--- src/rtl/icache_refill_ctrl.sv ---
// Icache miss-refill sequencer: requests every word of the missing block, buffers
// out-of-order responses and writes them into the icache strictly in offset order.
module icache_refill_ctrl #(
  parameter int icache_tag_width_p           = 4,
  parameter int icache_entries_p             = 1024,
  parameter int icache_block_size_in_words_p = 4,
  localparam int pc_width_lp     = icache_tag_width_p + $clog2(icache_entries_p),
  localparam int offset_width_lp = $clog2(icache_block_size_in_words_p)
) (
  input  logic                       clk_i,
  input  logic                       reset_n_i,
  input  logic                       miss_v_i,
  input  logic [pc_width_lp-1:0]     miss_pc_i,
  output logic                       miss_ready_o,
  output logic                       req_v_o,
  output logic [pc_width_lp-1:0]     req_pc_o,
  input  logic                       req_yumi_i,
  input  logic                       resp_v_i,
  input  logic [offset_width_lp-1:0] resp_offset_i,
  input  logic [31:0]                resp_instr_i,
  output logic                       icache_v_o,
  output logic [pc_width_lp-1:0]     icache_w_pc_o,
  output logic [31:0]                icache_w_instr_o,
  output logic                       done_o,
  output logic                       busy_o,
  output logic                       err_o
);

  localparam int n_lp = icache_block_size_in_words_p;
  localparam logic [pc_width_lp-1:0] base_mask_lp =
    {{(pc_width_lp-offset_width_lp){1'b1}}, {offset_width_lp{1'b0}}};
  localparam logic [offset_width_lp-1:0] last_off_lp = offset_width_lp'(n_lp - 1);

  typedef enum logic [1:0] {IDLE, FILL, DONE} state_e;

  state_e                     state_r;
  logic [pc_width_lp-1:0]     base_r;
  logic [offset_width_lp:0]   req_cnt_r;
  logic [offset_width_lp-1:0] wr_ptr_r;
  logic [n_lp-1:0]            valid_r;
  logic [31:0]                buf_r [n_lp];
  logic                       err_r;

  logic resp_dup, resp_accept, resp_err, wr_fire;

  always_comb begin
    // An offset below wr_ptr_r has already been written out to the icache.
    resp_dup    = valid_r[resp_offset_i] || (resp_offset_i < wr_ptr_r);
    resp_accept = resp_v_i && (state_r == FILL) && !resp_dup;
    resp_err    = resp_v_i && ((state_r != FILL) || resp_dup);
    wr_fire     = (state_r == FILL) && valid_r[wr_ptr_r];

    miss_ready_o     = (state_r == IDLE);
    busy_o           = (state_r != IDLE);
    done_o           = (state_r == DONE);
    err_o            = err_r;
    // Block size is a power of 2, so req_cnt_r < N is just a clear MSB.
    req_v_o          = (state_r == FILL) && !req_cnt_r[offset_width_lp];
    req_pc_o         = base_r | pc_width_lp'(req_cnt_r[offset_width_lp-1:0]);
    icache_v_o       = wr_fire;
    icache_w_pc_o    = base_r | pc_width_lp'(wr_ptr_r);
    icache_w_instr_o = buf_r[wr_ptr_r];
  end

  always_ff @(posedge clk_i or negedge reset_n_i) begin
    if (!reset_n_i) begin
      state_r   <= IDLE;
      base_r    <= '0;
      req_cnt_r <= '0;
      wr_ptr_r  <= '0;
      valid_r   <= '0;
      err_r     <= 1'b0;
    end else begin
      if (resp_err)
        err_r <= 1'b1;
      case (state_r)
        IDLE: if (miss_v_i) begin
          base_r    <= miss_pc_i & base_mask_lp;
          req_cnt_r <= '0;
          wr_ptr_r  <= '0;
          valid_r   <= '0;
          state_r   <= FILL;
        end
        FILL: begin
          if (req_v_o && req_yumi_i)
            req_cnt_r <= req_cnt_r + 1'b1;
          // Set and clear never target the same bit: a response to the drained
          // entry is a duplicate and is rejected by resp_dup.
          if (resp_accept)
            valid_r[resp_offset_i] <= 1'b1;
          if (wr_fire) begin
            valid_r[wr_ptr_r] <= 1'b0;
            wr_ptr_r          <= wr_ptr_r + 1'b1;
            if (wr_ptr_r == last_off_lp)
              state_r <= DONE;
          end
        end
        DONE:    state_r <= IDLE;
        default: state_r <= IDLE;
      endcase
    end
  end

  always_ff @(posedge clk_i) begin
    if (resp_accept)
      buf_r[resp_offset_i] <= resp_instr_i;
  end

endmodule

--- config.mk ---
export PLATFORM = sky130hd
export DESIGN_NAME = icache_refill_ctrl
export DESIGN_NICKNAME = d
export VERILOG_FILES = /design/src/rtl/icache_refill_ctrl.sv
export SDC_FILE = /design/constraint.sdc
export NUM_CORES = 1
export LEC_CHECK = 0
export CAP_MARGIN = 20
export CELL_PAD_IN_SITES_DETAIL_PLACEMENT = 0
export CELL_PAD_IN_SITES_GLOBAL_PLACEMENT = 1
export CORE_ASPECT_RATIO = 0.7
export CORE_MARGIN = 1
export CORE_UTILIZATION = 39
export CTS_CLUSTER_DIAMETER = 60
export DETAILED_ROUTE_END_ITERATION = 12
export PLACE_DENSITY_LB_ADDON = 0.1
export SETUP_SLACK_MARGIN = 0.3
export SLEW_MARGIN = 20
export SYNTH_ARGS = -nofsm -noshare
export SYNTH_HDL_FRONTEND = slang
export SYNTH_SLANG_ARGS = --single-unit
export TNS_END_PERCENT = 50
--- constraint.sdc ---
create_clock -name clk_i -period 2.8 [get_ports clk_i]
set_input_delay 0.42 -clock clk_i [delete_from_list [all_inputs] [get_ports clk_i]]
set_output_delay 0.42 -clock clk_i [all_outputs]
set_load 0.05 [all_outputs]
==> metrics.md, run 1 <==
| Metric | Value |
|---|---|
| Fill count | 1,194 |
| Worst setup startpoint | state_r[0] |
| Clock Power Share | between 20% and 30% |
| Commonest cells in the netlist | 128 x edfxtp_1, 34 x mux4_2, 24 x dfrtp_1 |
| Layout cells sized above 1 | 32.5% |
| Num Clock Sinks | approximately 150 |
| CP startpoint kind | flop |
| CTS buffer count | 17 |
| Antenna cells | 0 |
| Synthesized area | around 0.0059 sq mm |
| Die ar. | 0.0157 sq mm |
| HP Class | input port to asynchronous set/reset pin |
| Clk buf depth | 2 |
| Maximum vdd drop | slightly above 600 uV |
| Clock-pin slew on the worst setup and hold paths | approximately 0.060 ns |
| Detailed-route wire length per cell | ~19 um |
| Total track usage | 15.9% |
| Clock latency on the worst-skew pair | 0.42 ns |
| DIE HEIGHT | around 110 um |
| Min Tclk post-route | between 2 and 2.5 ns |
| Final hold violation count | 0 |
| Clock root cell | clkbuf_16 |
| Buf/Inv on CP | 2 |
| Sequential share of power | about a third |
| Cells after Synth | between 200 and 300 |
| DRT iter0 DRCs | between 150 and 200 |
| Die width | approximately 150 um |
| Synth top area share | 65.0% |
| Area Overhead vs Synth | 32.7% |
| Starting Density | between 40% and 50% |
| Vias/cell | around 5 |
| Setup TNS | 0 ns |
| Post-synth EDFFs | 128 |
| Slowest cell on crit path | clkdlybuf4s50_1 |
| F_max | ~0.41 GHz |
| Final Cycle Share | 88.0% |
| Slew HR | between 60 and 70% |
| Sw Share | between 30% and 40% |
| Pin slew with the least headroom to its limit | 0.576 ns |
| Initial antenna violation count | 0 |
| Worst Hold Slack | ~0.38 ns |
| Drt first pass iters | 4 |
| Post-synthesis sequential area ratio | about 75% |
| Psw | around 0.0035 W |
| Worst EP required | 2.38 ns |
| Final setup fails | 0 |
| Core Region | ~0.015 sq mm |
| Synth unique cells | 33 |
| Yosys reg bits | between 150 and 200 |
| Total congestion overflow | 0 |
| PortBufs | between 100 and 150 |
| Drt drc | 0 |
| Detail Placement HPWL | 7270 um |
| Leading area contributor after synthesis | edfxtp_1 |
| Status | completed |
| First-pass GRT wire length | between 15,000 and 20,000 um |
| CP Class | flop to output port |
| Post-synth net total | between 300 and 400 |
| Post-synthesis async set-or-reset flop share | about 16% |
| Pint | 0.00541 W |
| Boundary Pins | between 100 and 150 |
| Top delay family on crit path | buffers and inverters |
| Largest cells by area after synthesis | edfxtp_1 65%, mux4_2 13%, dfrtp_1 10%, mux2_2 2.3%, buf_4 1.8% |
| Worst r2r src | wr_ptr_r[1] |
| Leak pwr | 2.73 nW |
| Final Slew Violations | 0 |
| Pwr dens | between 1000 and 1500 mW/mm^2 |
| Worst Skew | between 0.007 and 0.008 ns |
| Crit path largest cell delay | roughly 0.80 ns |
| WL final | ~11,000 um |
| RSZ-0062 raised after global routing | true |
| Worst EP arrival | just over 2 ns |
| Count leader, synth | edfxtp_1 |
| Vias in the first global route | around 3,100 |
| Critical path fanouts, max | 7 |
| Critical Path, Cell by Cell | or2_2 > inv_1 > clkdlybuf4s50_1 |
| Combinational Power Share | between 40 and 50% |
| FP Rows | 37 |
| Ys Warns | 0 |
| CP endpoint kind | output port |
| Largest net degree at the start of global routing | 33 |
| Hold buffers post-CTS | 0 |
| Routability congestion estimate | 0.700 |
| Total vias in the final route | approximately 3,000 |
| Final net count | about 460 |
| Top_reg_cell synth | edfxtp_1 |
| CTS H-Tree Depth | 4 |
| Avg Inst Size Synth | 20.8 sq um |
| Total of max-cap violations | 0 |
| CTS tree | yes |
| Routed Antenna Nets | 0 |
-- worst paths after layout --
kind	cells past startpoint	slack [ns]	end
setup / recovery	3	0.34	miss_ready_o
hold / removal	2	0.38	base_r[10]
setup reg to reg	6	0.77	buf_r[0][16]
hold reg to reg	1	0.51	req_cnt_r[0]
max in group asynchronous	2	2.14	wr_ptr_r[0]
min in group clk_i	1	0.51	req_cnt_r[0]
-- cells by family (layout without fill, tap and decap cells) --
family,after synthesis,count (layout),share of synthesized area (%)
AOI/OAI and AO/OA,15,15,1.95
and+or+nand+nor,30,30,2.79
buffers and inverters,34,168,3.39
DFF,152,152,75.2
muxes,47,47,15.4
adders and majority gates,6,6,1.27
-- power by group through the flow --
stage / registers [W] / clock network, W / logic [W]
6_report: 0.00296 / 0.00217 / 0.00381
2_1_floorplan: 0.00329 / 0 / 0.00251
4_1_cts: 0.00296 / 0.00223 / 0.00386
3_5_place_dp: 0.00303 / 0 / 0.00381
5_1_grt: 0.00300 / 0.00233 / 0.00400
3_3_place_gp: 0.00301 / 0 / 0.00379
-- metal layers --
layer	vias to the layer above	wire length [um]	GRT usage (%)
li1	1379	-	-
met1	1557	5160	21.6
met2	73	5370	23.5
met3	14	631	4.93
met4	0	183	6.71
met5	-	0	0
-- cell type report --
| cell class | instances | area, sq um | share of cell area, % |
|---|---|---|---|
| flip-flops and latches | 152 | 4450 | 56.7 |
| clock buffers | 18 | 429 | 5.47 |
| repair buffers | 128 | 1250 | 16.0 |
| well taps | 195 | 244 | 3.11 |
| inverters | 8 | 40.0 | 0.510 |
| clock inverters | 14 | 138 | 1.75 |
| multi-input cells | 98 | 1290 | 16.5 |
-- flip-flops by register name, summed over array words and instances (netlist names) --
register / count
valid_r: 4
req_cnt_r: 3
base_r: 12
buf_r: 128
wr_ptr_r: 2
err_o: 1
state_r: 2
-- placed cells by master, fill, tap and decap left out, drive strengths merged, types with 3 or more instances in the layout --
cell type      synthesis  routed
edfxtp               128     128
clkdlybuf4s50          0      83
buf                   21      45
mux4                  34      34
dfrtp                 24      24
clkbuf                 5      18
mux2                  12      12
inv                    8      12
nand2                 10      10
clkinvlp               0       6
ha                     6       6
nor2b                  4       4
nor2                   3       3
nand2b                 3       3
a22oi                  3       3
a21oi                  3       3
o21ai                  3       3
clkinv                 0       3
-- metrics by stage --
step	cell area, sq um	setup WS, ns	util (%)	std cells	power (W)
finish	7840	0.336	53.1	613	0.00894
global route	7840	0.264	53.1	613	0.00932
CTS	7840	0.287	53.1	613	0.00906
detailed placement	7250	0.289	49.1	579	0.00683
global placement	7250	0.265	49.1	579	0.00681
floorplan	5970	0.310	-	284	0.00580
-- what timing repair did --
item,CTS,global route
endpoints found under the setup margin,26,2
pin swaps,0,0
buffers inserted,2,0
resized for setup,2,1
Power figures use the tool's default switching activity.
==> run 2, diff against run 1 <==
REMOVE_ABC_BUFFERS = 1   (was default)
==> run 2 against run 1 <==
Register-to-register slack worse by 0.12 ns. Via count down 1.9%. Maximum frequency down 1.8%. Critical path depth up 1. Non-clock buffer count up 4. Die area unchanged. Worst setup slack worse by 0.045 ns. Largest cell class unchanged. Global-route usage down 0.54 points. Clock-buffer cell count up 1. Routed wire length down 2.8%. Sequential cell count unchanged. Clock skew up 0.0036 ns.
==> metrics.md, run 2 (synthesis gave the netlist of run 1 again) <==
| Metric | Value |
|---|---|
| Clock-pin slew on the worst setup and hold paths | roughly 0.06 ns |
| Pint | approximately 0.0055 W |
| Slew HR | roughly three fifths |
| Reg2reg path depth | 7 |
| Layout cells sized above 1 | 30.1% |
| Critical Path, Cell by Cell | buf_8 > buf_4 > mux4_2 > dlygate4sd2_1 |
| CP startpoint kind | flop |
| Die width | between 100 and 150 um |
| Leading cell types in the layout, fill and taps excluded | 128 x edfxtp_1, 82 x clkdlybuf4s50_1, 34 x mux4_2 |
| CTS tree | yes |
| Clock latency on the worst-skew pair | between 0.4 and 0.5 ns |
| Vias in the first global route | ~3,200 |
| Slowest cell on crit path | dfrtp_4 |
| Area Overhead vs Synth | 33.6% |
| Die ar. | ~0.016 sq mm |
| Status | completed |
| Sw Share | between 30 and 40% |
| FP Rows | 37 |
| Leak pwr | 2.84 nW |
| Pwr Total | about 0.009 W |
| Final net count | about 470 |
| CTS buffer count | 17 |
| Fin util | ~53% |
| Worst EP arrival | between 2 and 2.5 ns |
| Detail Placement HPWL | 6680 um |
| Worst EP required | between 2 and 2.5 ns |
| Sequential share of power | roughly 33% |
| Total track usage | 15.3% |
| Largest net degree at the start of global routing | 33 |
| Vias/cell | about 4.8 |
| PortBufs | 116 |
| Maximum vdd drop | roughly 680 uV |
| Initial antenna violation count | 0 |
| Routability congestion estimate | about 0.70 |
| Reg-to-reg endpoint | buf_r[0][30] |
| Min Tclk post-route | approximately 2.5 ns |
| CP Class | flop to output port |
| CTS H-Tree Depth | 4 |
| Drt first pass iters | 4 |
| HP Class | input port to asynchronous set/reset pin |
| CP endpoint kind | output port |
| Max FFs per register | around 130 |
| Critical path fanouts, max | 6 |
| Reg with most FFs | buf_r |
| WL final | about 11,000 um |
| Crit path largest cell delay | 0.50 ns |
| Pin slew with the least headroom to its limit | around 0.60 ns |
| Antenna cells | 0 |
| DIE HEIGHT | between 100 and 150 um |
| Total vias in the final route | 2,966 |
| Final hold violation count | 0 |
| Commonest non-fill, non-tap cell in the layout | edfxtp_1 |
| Total congestion overflow | 0 |
| Num Clock Sinks | 152 |
| Final setup fails | 0 |
| Final Slew Violations | 0 |
| Boundary Pins | between 100 and 150 |
| DRT iter0 DRCs | 103 |
| Routed Antenna Nets | 0 |
| Biggest regs | buf_r x128, base_r x12, valid_r x4 |
| Clock Power Share | about a quarter |
| First-pass GRT wire length | approximately 17,000 um |
| Psw | approximately 0.0035 W |
| F_max | 0.399 GHz |
| Combinational Power Share | 43.8% |
| Clk buf depth | 2 |
| Final Cycle Share | between 80% and 90% |
| Drt drc | 0 |
| Register-to-register setup slack | ~0.65 ns |
| Detailed-route wire length per cell | approximately 18 um |
| Pwr dens | ~1100 mW/mm^2 |
| Starting Density | about two fifths |
| Core Region | between 0.01 and 0.015 sq mm |
| Worst r2r src | wr_ptr_r[0] |
| Worst Skew | 0.0106 ns |
| Total of max-cap violations | 0 |
| RSZ-0062 raised after global routing | true |
| Clock root cell | clkbuf_16 |
run 2: cell count changes in the layout (fill, tap and decap cells not counted), sizes merged:
cell / delta
clkbuf: +2
clkdlybuf4s50: -1
clkinvlp: -3
inv: -1
clkinv: +3
dlygate4sd2: +1
dlymetal6s2s: +9
buf: -6
run 2: timing repair:
item                       4_1_cts  5_1_grt
hold buffers                     0        0
setup buffers                    3        1
setup endpoints to repair       29       28
gates resized for setup          9       16
gates cloned                     1        0
pin swaps                        0        0
run 2: power groups by stage:
stage | combinational, W | sequential, W | clock (W)
finish | 0.00393 | 0.00292 | 0.00211
global route | 0.00413 | 0.00295 | 0.00226
CTS | 0.00397 | 0.00292 | 0.00216
floorplan | 0.00175 | 0.00379 | 0
detailed placement | 0.00375 | 0.00301 | 0
global placement | 0.00375 | 0.00300 | 0
run 2: routing by layer:
metal  part of all wire (%)  track usage [%]
met1                     43             19.5
met4                   0.73             4.59
met5                      0                0
met2                     49             24.7
met3                    6.5             5.24
run 2: final cells by class:
type / count / area [sq um]
inverter: 8 / 30.0
clock inverter: 13 / 123
fill: 1188 / 6870
tap: 195 / 244
multi-input combinational: 98 / 1270
timing repair buffer: 132 / 1350
clock buffer: 19 / 433
sequential: 152 / 4450
run 2: stage by stage:
stage | instance area, sq um | setup WS (ns) | setup TNS, ns | hold WS [ns] | instances
floorplan | 5740 | -0.474 | -65.18 | 0.124 | 258
global placement | 7210 | 0.250 | 0 | 0.511 | 580
detailed placement | 7210 | 0.261 | 0 | 0.518 | 580
CTS | 7860 | 0.136 | 0 | 0.376 | 616
global route | 7890 | 0.213 | 0 | 0.399 | 617
finish | 7890 | 0.291 | 0 | 0.369 | 617
run 2: worst max-delay path by stage:
stage / startpoint / endpoint / slack (ns)
final: wr_ptr_r[0] / icache_w_instr_o[4] / 0.29
after detailed placement: resp_offset_i[1] / buf_r[0][7] / 0.26
after global routing: wr_ptr_r[0] / icache_w_instr_o[4] / 0.21
after floorplan: wr_ptr_r[1] / buf_r[2][0] / -0.47
after global placement: resp_offset_i[1] / buf_r[0][6] / 0.25
after CTS: wr_ptr_r[0] / icache_w_instr_o[27] / 0.14
run 2: worst max-delay path: cells and delay by family, from the launching register on:
kind,cells,cell delay [ns]
buffers and inverters,3,0.74
muxes,1,0.44
DFF,1,0.50
==> run 3, diff against run 2 <==
ABC_AREA = 1   (was default)
CORE_UTILIZATION = 37   (was 39)
clock period = 2.2 ns   (was 2.8 ns; I/O delays follow)
==> run 3 against run 2 <==
Non-clock buffer count grew 76. Total power grew 70%. Clock skew hardly changed. Register-to-register slack worse by 0.58 ns. Final cell count is 48% higher. Die area grew 9.3%. Clock power increased by 20%. Clock-buffer cell count grew 4. Sequential share of layout area is 11 points lower. Global-route usage rose by 5.2 points. Combinational power is 130% higher. Via count rose by 55%. Critical endpoint is now icache_w_instr_o[5]. Largest cell class unchanged. Highest routed layer unchanged.
==> metrics.md, run 3 <==
| Metric | Value |
|---|---|
| Post-synth EDFFs | between 100 and 150 |
| Reg with most FFs | buf_r |
| Biggest regs | buf_r x128, base_r x12, valid_r x4 |
| Largest cells by area after synthesis | edfxtp_1 63%, dfrtp_1 9.8%, o21ai_0 5.5%, nor2_1 4.5%, nand2_1 4.0% |
| Drt drc | 0 |
| Total of max-cap violations | 0 |
| Worst Skew | approximately 0.011 ns |
| Fin util | between 60% and 70% |
| Count leader, synth | edfxtp_1 |
| Vias/cell | a little over 5 |
| Final std cells w/o fill | around 910 |
| Boundary Pins | between 100 and 150 |
| Worst r2r src | wr_ptr_r[1] |
| Num Clock Sinks | 152 |
| Hold buffers post-CTS | 0 |
| Total congestion overflow | 0 |
| RSZ-0062 raised after global routing | true |
| Detailed-route wire length per cell | slightly below 20 um |
| CP Class | flop to output port |
| Reg-to-reg endpoint | buf_r[2][28] |
| CTS buffer count | 17 |
| Crit path capture | icache_w_instr_o[5] |
| HP Class | input port to asynchronous set/reset pin |
| Min Tclk post-route | ~2.1 ns |
| Buf/Inv on CP | 5 |
| Antenna cells | 0 |
| Area Overhead vs Synth | 58.3% |
| Slowest cell on crit path | dfrtp_2 |
| Crit path top cell by count | buf_12 |
| Slew HR | approximately two thirds |
| Post-Place Worst Slack | -0.00801 ns |
| Leading area contributor after synthesis | edfxtp_1 |
| Clk buf depth | 2 |
| Core Region | ~0.016 sq mm |
| Status | completed |
| Ys Warns | 0 |
| Final net count | 740 |
| Register Area | 0.00445 sq mm |
| Synth top area share | 62.6% |
| Final setup fails | 0 |
| Fill count | 1,231 |
| First-pass GRT wire length | ~25,000 um |
| Worst EP required | 1.87 ns |
| F_max | about 0.47 GHz |
| CTS H-Tree Depth | 4 |
| Total vias in the final route | ~4,600 |
| Die width | roughly 160 um |
| Total track usage | 20.5% |
| CP startpoint kind | flop |
| Leak pwr | between 3 and 4 nW |
| Worst setup startpoint | wr_ptr_r[0] |
| Top delay family on crit path | buffers and inverters |
| Top_reg_cell synth | edfxtp_1 |
| Routed Antenna Nets | 0 |
| Yosys reg bits | 152 |
| Layout cells sized above 1 | a little over a third |
| Inst Count DP | between 800 and 900 |
| Largest net degree at the start of global routing | 27 |
| Post-synthesis async set-or-reset flop share | 15.8% |
| Cells after Synth | 491 |
| Synth unique cells | 24 |
| PortBufs | 116 |
| Clock root cell | clkbuf_16 |
| Final Slew Violations | 0 |
| Final hold violation count | 0 |
| Max FFs per register | around 130 |
| Die ar. | 0.0171 sq mm |
| Routability congestion estimate | about 0.75 |
| Avg Inst Size Synth | approximately 12 sq um |
| CP endpoint kind | output port |
| Pwr Total | roughly 0.015 W |
| Initial antenna violation count | 0 |
| Register-to-register setup slack | about 0.067 ns |
| Clock-pin slew on the worst setup and hold paths | about 0.060 ns |
| Multi-input gate area | between 0.0015 and 0.002 sq mm |
| Crit path largest cell delay | approximately 0.44 ns |
| Final Cycle Share | between 90% and 100% |
| Maximum vdd drop | 1030 uV |
| Leading cell types in the layout, fill and taps excluded | 128 x edfxtp_1, 63 x nand2_1, 57 x nor2_1 |
| Reg2reg path depth | 10 |
| Commonest non-fill, non-tap cell in the layout | edfxtp_1 |
| CTS tree | yes |
| Synthesized area | between 0.006 and 0.007 sq mm |
| Clock latency on the worst-skew pair | ~0.42 ns |
| Critical path fanouts, max | 7 |
| Worst EP arrival | between 1.5 and 2 ns |
| Drt first pass iters | 5 |
| FP Rows | 38 |
| Critical Path, Cell by Cell | clkinv_4 > buf_6 > buf_12 > buf_16 > o21ai_2 > o22ai_2 > buf_12 |
| Vias in the first global route | roughly 4,200 |
| Post-synthesis sequential area ratio | a little over 70% |
| Pwr dens | ~1600 mW/mm^2 |
| Cell Area, Placed | 0.00756 sq mm |
| DIE HEIGHT | roughly 110 um |
| WL final | ~18,000 um |
| Final setup margin | ~0.067 ns |
| Detail Placement HPWL | about 8600 um |
| Design Area, Final | just under 0.01 sq mm |
| Pin slew with the least headroom to its limit | 0.511 ns |
| DRT iter0 DRCs | about 300 |
| Critical path depth in cells | 7 |
| Starting Density | between 30% and 40% |
| Commonest cells in the netlist | 128 x edfxtp_1, 73 x nor2_1, 68 x o21ai_0 |
==> run 3: changes by cell type in the layout (fill, tap and decap cells not counted), sizes merged, moves of 31 or more <==
cell           previous run  this run
buf                      39       121
o22ai                     0        32
nor2                      3        77
clkdlybuf4s50            82        51
o21ai                     3        72
mux4                     34         0
nand2                    10        70
==> run 3: layer usage <==
layer | wire length (um) | vias to the layer above | part of all wire, % | GRT usage, %
li1 | - | 2132 | - | -
met1 | 8440 | 2324 | 47 | 29.1
met2 | 8360 | 137 | 46 | 31.3
met3 | 994 | 18 | 5.5 | 4.34
met4 | 221 | 0 | 1.2 | 6.79
met5 | 0 | - | 0 | 0
==> run 3: through the flow <==
step / hold WS (ns) / setup TNS [ns]
floorplan: 0.0344 / -229.46
global placement: 0.469 / -0.0274
detailed placement: 0.465 / -0.120
CTS: 0.291 / 0
global route: 0.311 / -0.0202
finish: 0.284 / 0
==> run 3: area by class of cell <==
class                           count  share of cell area [%]
Clock buffer                       23                    4.61
Clock inverter                      9                   0.554
Timing Repair Buffer              208                    26.9
Sequential cell                   152                    45.8
Multi-Input combinational cell    281                    18.3
Inverter                           21                    1.04
Tap cell                          220                    2.83
==> run 3: power by group <==
part	switching [W]	total (W)	internal (W)	leakage, nW
Sequential	0.000257	0.00378	0.00353	1.45
Combinational	0.00533	0.00896	0.00363	2.08
Clock	0.00110	0.00253	0.00143	0.246
Total	0.00669	0.0153	0.00858	3.79
==> run 3: kinds of logic (layout without fill, tap and decap cells) <==
kind of cell | count (synthesis) | count (layout) | share of synthesized area [%]
simple gates | 163 | 163 | 11.6
flops | 152 | 152 | 72.4
compound gates | 112 | 112 | 9.83
buf+inv | 58 | 261 | 4.93
fa+ha+maj | 6 | 6 | 1.22
==> run 3: worst min path at each step <==
stage,to,cells after the start,slack (ns),startpoint
final,valid_r[1],2,0.28,reset_n_i
after CTS,valid_r[1],2,0.29,reset_n_i
after global routing,valid_r[1],2,0.31,reset_n_i
after global placement,err_o,1,0.47,err_o
after floorplan,base_r[10],0,0.03,reset_n_i
after detailed placement,err_o,1,0.46,err_o
==> run 3: timing repair <==
action | in CTS | in global routing
setup buffers | 34 | 14
cloned | 18 | 7
gates resized for setup | 152 | 76
pin swaps | 29 | 23
setup endpoints to repair | 167 | 165
